File: src/rtl/imem_dmem_loader_pkg.sv
// Shared types for the boot loader: state encoding, count width and state decode helpers.
package imem_dmem_loader_pkg;
  localparam int LDR_CNT_WIDTH = 9;

  typedef enum logic [2:0] {
    LDR_IDLE   = 3'd0,
    LDR_LOAD_D = 3'd1,
    LDR_LOAD_I = 3'd2,
    LDR_RUN    = 3'd3,
    LDR_HALTED = 3'd4
  } ldr_state_e;

  function automatic logic ldr_loading(ldr_state_e s);
    return (s == LDR_LOAD_D) || (s == LDR_LOAD_I);
  endfunction

  // Core owns the data BRAM port once loading has finished, halted or not.
  function automatic logic ldr_core_owns(ldr_state_e s);
    return (s == LDR_RUN) || (s == LDR_HALTED);
  endfunction
endpackage

File: src/rtl/imem_dmem_loader_if.sv
// Word stream into the boot loader (valid/ready).
interface imem_dmem_loader_if #(parameter int DATA_WIDTH = 32);
  logic                  s_valid;
  logic [DATA_WIDTH-1:0] s_data;
  logic                  s_ready;

  modport master (output s_valid, s_data, input s_ready);
  modport slave  (input s_valid, s_data, output s_ready);
endinterface

File: src/rtl/ldr_word_writer.sv
// Turns accepted stream words into one-cycle BRAM write pulses at idx*4, counting words.
module ldr_word_writer
  import imem_dmem_loader_pkg::*;
#(
  parameter int DATA_WIDTH = 32,
  parameter int ADDR_WIDTH = 10
) (
  input  logic                     clk,
  input  logic                     rst,
  input  logic                     load,
  input  logic [LDR_CNT_WIDTH-1:0] count,
  input  logic                     accept,
  input  logic [DATA_WIDTH-1:0]    data,
  output logic                     last,
  output logic [ADDR_WIDTH-1:0]    w_addr,
  output logic [DATA_WIDTH-1:0]    w_dat,
  output logic                     w_enb
);
  localparam logic [LDR_CNT_WIDTH-1:0] ONE = LDR_CNT_WIDTH'(1);

  logic [LDR_CNT_WIDTH-1:0] idx, cnt;

  assign last = accept && ((idx + ONE) == cnt);

  always_ff @(posedge clk or negedge rst) begin
    if (!rst) begin
      idx    <= '0;
      cnt    <= '0;
      w_addr <= '0;
      w_dat  <= '0;
      w_enb  <= 1'b0;
    end else begin
      w_enb <= accept;
      if (load) begin
        cnt <= count;
        idx <= '0;
      end else if (accept) begin
        idx    <= idx + ONE;
        w_addr <= ADDR_WIDTH'({idx, 2'b00});
        w_dat  <= data;
      end
    end
  end
endmodule

File: src/rtl/imem_dmem_loader.sv
// Boot sequencer: streams data words then instruction words into BRAM, then releases the core.
module imem_dmem_loader
  import imem_dmem_loader_pkg::*;
#(
  parameter int DATA_WIDTH  = 32,
  parameter int ADDR_WIDTH  = 10,
  parameter int I_WORDS_MAX = 256,
  parameter int D_WORDS_MAX = 256
) (
  input  logic                     clk,
  input  logic                     rst,
  input  logic                     start,
  input  logic [LDR_CNT_WIDTH-1:0] d_count,
  input  logic [LDR_CNT_WIDTH-1:0] i_count,
  input  logic                     halt_req,
  imem_dmem_loader_if.slave        s,
  output logic [ADDR_WIDTH-1:0]    d_w_addr,
  output logic [DATA_WIDTH-1:0]    d_w_dat,
  output logic                     d_w_enb,
  output logic [ADDR_WIDTH-1:0]    i_w_addr,
  output logic [DATA_WIDTH-1:0]    i_w_dat,
  output logic                     i_w_enb,
  output logic                     d_bram_init_done,
  output logic                     pc_stall,
  output logic                     i_r_enb,
  output logic                     rd_enbl,
  output logic                     busy,
  output logic                     error
);
  localparam logic [LDR_CNT_WIDTH-1:0] D_MAX = LDR_CNT_WIDTH'(D_WORDS_MAX);
  localparam logic [LDR_CNT_WIDTH-1:0] I_MAX = LDR_CNT_WIDTH'(I_WORDS_MAX);

  ldr_state_e state, nxt;
  logic s_ready_q, i_empty;
  logic bad, can_start, go, d_acc, i_acc, d_last, i_last;

  assign s.s_ready = s_ready_q;
  assign bad       = (d_count > D_MAX) || (i_count > I_MAX);
  assign can_start = (state == LDR_IDLE) || (state == LDR_HALTED);
  assign go        = start && can_start && !bad;
  assign d_acc     = s.s_valid && s_ready_q && (state == LDR_LOAD_D);
  assign i_acc     = s.s_valid && s_ready_q && (state == LDR_LOAD_I);

  ldr_word_writer #(.DATA_WIDTH(DATA_WIDTH), .ADDR_WIDTH(ADDR_WIDTH)) u_d_wr (
    .clk(clk), .rst(rst), .load(go), .count(d_count), .accept(d_acc), .data(s.s_data),
    .last(d_last), .w_addr(d_w_addr), .w_dat(d_w_dat), .w_enb(d_w_enb)
  );

  ldr_word_writer #(.DATA_WIDTH(DATA_WIDTH), .ADDR_WIDTH(ADDR_WIDTH)) u_i_wr (
    .clk(clk), .rst(rst), .load(go), .count(i_count), .accept(i_acc), .data(s.s_data),
    .last(i_last), .w_addr(i_w_addr), .w_dat(i_w_dat), .w_enb(i_w_enb)
  );

  always_comb begin
    nxt = state;
    case (state)
      LDR_IDLE, LDR_HALTED:
        if (go) begin
          if (d_count != '0)      nxt = LDR_LOAD_D;
          else if (i_count != '0) nxt = LDR_LOAD_I;
          else                    nxt = LDR_RUN;
        end
      LDR_LOAD_D: if (d_last) nxt = i_empty ? LDR_RUN : LDR_LOAD_I;
      LDR_LOAD_I: if (i_last) nxt = LDR_RUN;
      LDR_RUN:    if (halt_req) nxt = LDR_HALTED;
      default:    nxt = LDR_IDLE;
    endcase
  end

  // Outputs are decoded from the next state so they change on the same edge as the state,
  // keeping the port select aligned with the final write pulse.
  always_ff @(posedge clk or negedge rst) begin
    if (!rst) begin
      state            <= LDR_IDLE;
      i_empty          <= 1'b1;
      s_ready_q        <= 1'b0;
      busy             <= 1'b0;
      d_bram_init_done <= 1'b0;
      pc_stall         <= 1'b1;
      i_r_enb          <= 1'b0;
      rd_enbl          <= 1'b0;
      error            <= 1'b0;
    end else begin
      state            <= nxt;
      s_ready_q        <= ldr_loading(nxt);
      busy             <= ldr_loading(nxt);
      d_bram_init_done <= ldr_core_owns(nxt);
      rd_enbl          <= ldr_core_owns(nxt);
      i_r_enb          <= (nxt == LDR_RUN);
      pc_stall         <= (nxt != LDR_RUN);
      if (start && can_start) error <= bad;
      if (go) i_empty <= (i_count == '0);
    end
  end
endmodule

File: src/flat_wrapper.sv
// flat-port wrapper written by rule: the top's interface ports become plain ports
module imem_dmem_loader_flat import imem_dmem_loader_pkg::*;
#(
  parameter int DATA_WIDTH  = 32,
  parameter int ADDR_WIDTH  = 10,
  parameter int I_WORDS_MAX = 256,
  parameter int D_WORDS_MAX = 256
)
  (clk, rst, start, d_count, i_count, halt_req, d_w_addr, d_w_dat, d_w_enb, i_w_addr, i_w_dat, i_w_enb, d_bram_init_done, pc_stall, i_r_enb, rd_enbl, busy, error, s_s_valid, s_s_data, s_s_ready);
  imem_dmem_loader_if #(.DATA_WIDTH(DATA_WIDTH)) s_i ();
  input  logic clk;
  input  logic rst;
  input  logic start;
  input  logic [LDR_CNT_WIDTH-1:0] d_count;
  input  logic [LDR_CNT_WIDTH-1:0] i_count;
  input  logic halt_req;
  output logic [ADDR_WIDTH-1:0] d_w_addr;
  output logic [DATA_WIDTH-1:0] d_w_dat;
  output logic d_w_enb;
  output logic [ADDR_WIDTH-1:0] i_w_addr;
  output logic [DATA_WIDTH-1:0] i_w_dat;
  output logic i_w_enb;
  output logic d_bram_init_done;
  output logic pc_stall;
  output logic i_r_enb;
  output logic rd_enbl;
  output logic busy;
  output logic error;
  input wire logic [$bits(s_i.s_valid)-1:0] s_s_valid;
  input wire logic [$bits(s_i.s_data)-1:0] s_s_data;
  output wire logic [$bits(s_i.s_ready)-1:0] s_s_ready;
  assign s_i.s_valid = s_s_valid;
  assign s_i.s_data = s_s_data;
  assign s_s_ready = s_i.s_ready;
  imem_dmem_loader #(.DATA_WIDTH(DATA_WIDTH), .ADDR_WIDTH(ADDR_WIDTH), .I_WORDS_MAX(I_WORDS_MAX), .D_WORDS_MAX(D_WORDS_MAX)) u_core (.clk(clk), .rst(rst), .start(start), .d_count(d_count), .i_count(i_count), .halt_req(halt_req), .s(s_i), .d_w_addr(d_w_addr), .d_w_dat(d_w_dat), .d_w_enb(d_w_enb), .i_w_addr(i_w_addr), .i_w_dat(i_w_dat), .i_w_enb(i_w_enb), .d_bram_init_done(d_bram_init_done), .pc_stall(pc_stall), .i_r_enb(i_r_enb), .rd_enbl(rd_enbl), .busy(busy), .error(error));
endmodule
File: config.mk
export PLATFORM = sky130hd
export DESIGN_NAME = imem_dmem_loader_flat
export DESIGN_NICKNAME = d
export VERILOG_FILES = /design/src/rtl/imem_dmem_loader_pkg.sv /design/src/rtl/imem_dmem_loader_if.sv /design/src/rtl/ldr_word_writer.sv /design/src/rtl/imem_dmem_loader.sv /design/src/flat_wrapper.sv
export SDC_FILE = /design/constraint.sdc
export NUM_CORES = 1
export LEC_CHECK = 0
export CAP_MARGIN = 40
export CORE_ASPECT_RATIO = 0.8
export CORE_MARGIN = 4
export CORE_UTILIZATION = 40
export DETAILED_ROUTE_END_ITERATION = 10
export DONT_BUFFER_PORTS = 1
export PLACE_DENSITY = 0.53
export SYNTH_ARGS = -nofsm -noshare
export SYNTH_HDL_FRONTEND = slang
export SYNTH_HIERARCHICAL = 1
export SYNTH_SLANG_ARGS = --single-unit
File: constraint.sdc
create_clock -name clk -period 3.05 [get_ports clk]
set_input_delay 0.61 -clock clk [delete_from_list [all_inputs] [get_ports clk]]
set_output_delay 0.61 -clock clk [all_outputs]
set_load 0.05 [all_outputs]
==> impl_metrics.yaml <==
run_status:
  status: "finished, violations left"
  violations: "negative hold slack"
die:
  core-area_mm2: 0.01379
  rows: 38
  ios: 148
  chipHeight_um: 115.0
  die_w_um: 141.7
  dieArea_mm2: 0.01629
  start_util_pct: 41.50
sta:
  grt_setup_unrepaired: "false"
  maxSlewViolCount: 0
  hold_ws_ns: -0.1127
  finalSetupViolCount: 0
  setup_tns_ns: 0
  slew_headroom_pct: 46.32
  fmaxAchievable_mhz: 362.2
  worst_pin_slew_ns: 0.8036
  min_period_over_period_pct: 90.52
  min_period_ns: 2.761
  final.setup_skew_ns: 0.007470
  final_hold_viol_count: 125
yosys:
  ys_warn_count: 6
  synth_mux_area_share_pct: 19.64
  synth_xor_area_share_pct: 4.745
  synth_fa_ha_area_share_pct: 0.4373
  seq_area_frac_synth_pct: 55.59
  synth_compound_area_share_pct: 5.248
  synth_ff_type: "dfrtp_1"
  syn_avg_cell_area_um2: 12.77
  async_flop_share_pct: 100.0
  synth_cell_types: 45
  synth_top_family_by_area: "multiplexers"
  ys_ff_latch: 127
  syn_inst: 448
  synthSimpleGateAreaFrac_pct: 10.47
  synth_edf_count: 0
  synthesis.area_mm2: 0.005722
pwr:
  peakVddDrop_mv: 0.5321
  leakagePower_nw: 2.857
  p_per_area_mw_per_mm2: 1080
clock_network:
  cts_buffer_depth: 2
  cts-root-buf: "clkbuf_16"
  cts_buffers: 17
  htreeDepth: 4
  cts_tree: "yes"
  post_cts_buffers: 0
  path_clk_slew_ns: 0.06
  clock_latency_ns: 0.41
  cts_sinks: 127
grt:
  grt_antenna_before_repair: 0
  use_met1_pct: 20.33
  top_usage_layer: "met2"
  gr-total-overflow: 0
  grt_use_met2_pct: 24.57
  grt_max_degree: 128
  grt_pass1_wl_um: 20280
  grt_use_total_pct: 15.97
  grt.met3_usage_pct: 7.193
  grt_pass1_vias: 3712
final_layout:
  area_growth_pct: 14.19
  num_antenna_cells: 0
  final_cell_mix: "124 x dfrtp_1, 98 x mux2_2, 24 x nor2_1, 20 x nand2_1, 17 x clkbuf_16"
  layout_commonest_cell: "dfrtp_1"
  layout-drive-gt1-share_pct: 35.27
  fillers: 1249
  nNetsFinal: 510
hold_path:
  hp-class: "in2async"
job:
  cap_violations: 0
drt:
  ant_nets: 0
  first_pass_iters: 6
  routed_via_density: 5.414
  wirelength_um: 12640
  drt-wirelength-per-cell_um: 19.60
  drtIter0Drc: 187
  drc: 0
  vias: 3492
critical_path:
  cp_slowest_stage_delay_ns: 0.51
  cp.required_ns: 3.36
  end_kind: "register"
  crit_chain: "ha_1 -> or4_1 -> nand4_1 -> o311ai_0 -> nor4_2 -> inv_1 -> o311ai_1 -> a21oi_1 -> a31o_4 -> a21o_1"
  worst-path-max-fanout: 7
  crit_type: "reg2reg"
  cp_slowest_cell: "or4_1"
  cp_data_arrival_time_ns: 3.07
  start_kind: "register"
placement:
  dpl.hpwl_um: 8827
  gp_congestion: 0.8730
  portBuffers: 0
## cell type report
cell class / count / area, µm² / share of cell area (%)
well taps: 180 / 225.2 / 3.447
inverters: 4 / 15.01 / 0.2298
flip-flops and latches: 127 / 3182 / 48.70
multi-input cells: 286 / 2356 / 36.06
repair buffers: 17 / 172.7 / 2.643
clock buffers: 21 / 470.5 / 7.200
clock inverters: 10 / 112.6 / 1.723
## critical path: cells and delay by family (launching register included)
kind                     cells  cell delay (ns)
AO/OA/AOI/OAI                5             0.96
AND/OR/NAND/NOR              3             0.94
flip-flops                   1             0.46
adder cells (fa/ha/maj)      1             0.23
buffers and inverters        1             0.07
## metrics by stage
stage	util [%]	cell area (µm²)	std cells	power, mW	worst slack [ns]
5_1_grt	47.39	6534	645	7.395	0.02285
2_1_floorplan	-	5729	450	4.749	0.2142
3_5_place_dp	43.10	5943	614	5.117	0.08499
3_3_place_gp	42.76	5896	612	5.035	0.1995
6_report	47.39	6534	645	7.057	0.2891
4_1_cts	47.33	6526	645	7.132	0.09345
## worst paths after layout
| check | from | endpoint | slack [ns] | cells past startpoint |
|---|---|---|---|---|
| worst max register to register | u_core/u_d_wr/idx[1]$_DFFE_PN0P_ | u_core/rd_enbl$_DFF_PN0_ | 0.29 | 10 |
| min in group clk | d_count[7] | u_core/u_d_wr/cnt[7]$_DFFE_PN0P_ | 0.34 | 1 |
| max in group asynchronous | rst | u_core/i_empty$_DFFE_PN1P_ | 2.97 | 0 |
| worst min-delay path | rst | u_core/u_i_wr/cnt[2]$_DFFE_PN0P_ | -0.11 | 0 |
| worst min register to register | u_core/u_d_wr/cnt[0]$_DFFE_PN0P_ | u_core/u_d_wr/cnt[0]$_DFFE_PN0P_ | 0.52 | 1 |
| worst max-delay path | u_core/u_d_wr/idx[1]$_DFFE_PN0P_ | u_core/rd_enbl$_DFF_PN0_ | 0.29 | 10 |
## cells in the mapped netlist, drive strengths merged (3+ instances only)
| master | n | area, µm² |
|---|---|---|
| dfrtp | 125 | 3128 |
| nand4 | 8 | 50.05 |
| o21ai | 12 | 63.81 |
| and2 | 3 | 20.02 |
| a21oi | 10 | 50.05 |
| nor4 | 6 | 37.54 |
| inv | 4 | 15.01 |
| mux2 | 98 | 1104 |
| o311ai | 7 | 61.31 |
| or3 | 8 | 50.05 |
| nand3 | 11 | 65.06 |
| buf | 24 | 165.2 |
| nand2 | 20 | 75.07 |
| xnor2 | 16 | 140.1 |
| xor2 | 15 | 131.4 |
| or4 | 4 | 37.53 |
| nor3b | 5 | 37.54 |
| nor2 | 24 | 90.09 |
| nor2b | 6 | 37.54 |
| a31o | 3 | 35.04 |
| clkbuf | 9 | 33.78 |
| and3 | 4 | 25.02 |
| nand3b | 5 | 37.54 |
## layer usage
metal,share of wire (%),vias to the layer above
met5,0,-
met2,48,115
met3,8.1,15
met1,43,1764
met4,0.99,0
li1,-,1598
## cells by family after synthesis
family          after synthesis
compound gates               42
simple gates                107
buf+inv                      37
xor+xnor                     31
flops                       127
mux                         100
other cells                   2
fa+ha+maj                     2
## repair_timing
action,in CTS,in global routing
hold endpoints to repair,125,125
gates resized for setup,0,4
endpoints found under the setup margin,0,5
## power by group
group | total (mW) | switching [mW] | internal (mW)
registers | 3.76 | 1.60 | 2.16
logic | 1.31 | 0.586 | 0.724
clock network | 1.99 | 0.728 | 1.26
## registers in the layout (all words and copies together), names as in the netlist
name                  cells
u_core/u_i_wr/w_dat      32
u_core/u_d_wr/w_dat      32
u_core/i_empty            1
u_core/pc_stall           1
u_core/u_d_wr/w_enb       1
u_core/s.s_ready          1
u_core/state              3
u_core/error              1
u_core/u_i_wr/w_addr      8
u_core/rd_enbl            1
u_core/u_d_wr/w_addr      8
u_core/u_i_wr/cnt         9
u_core/i_r_enb            1
u_core/u_i_wr/idx         9
u_core/u_d_wr/cnt         9
u_core/u_d_wr/idx         9
u_core/u_i_wr/w_enb       1
Power figures use the tool's default switching activity.
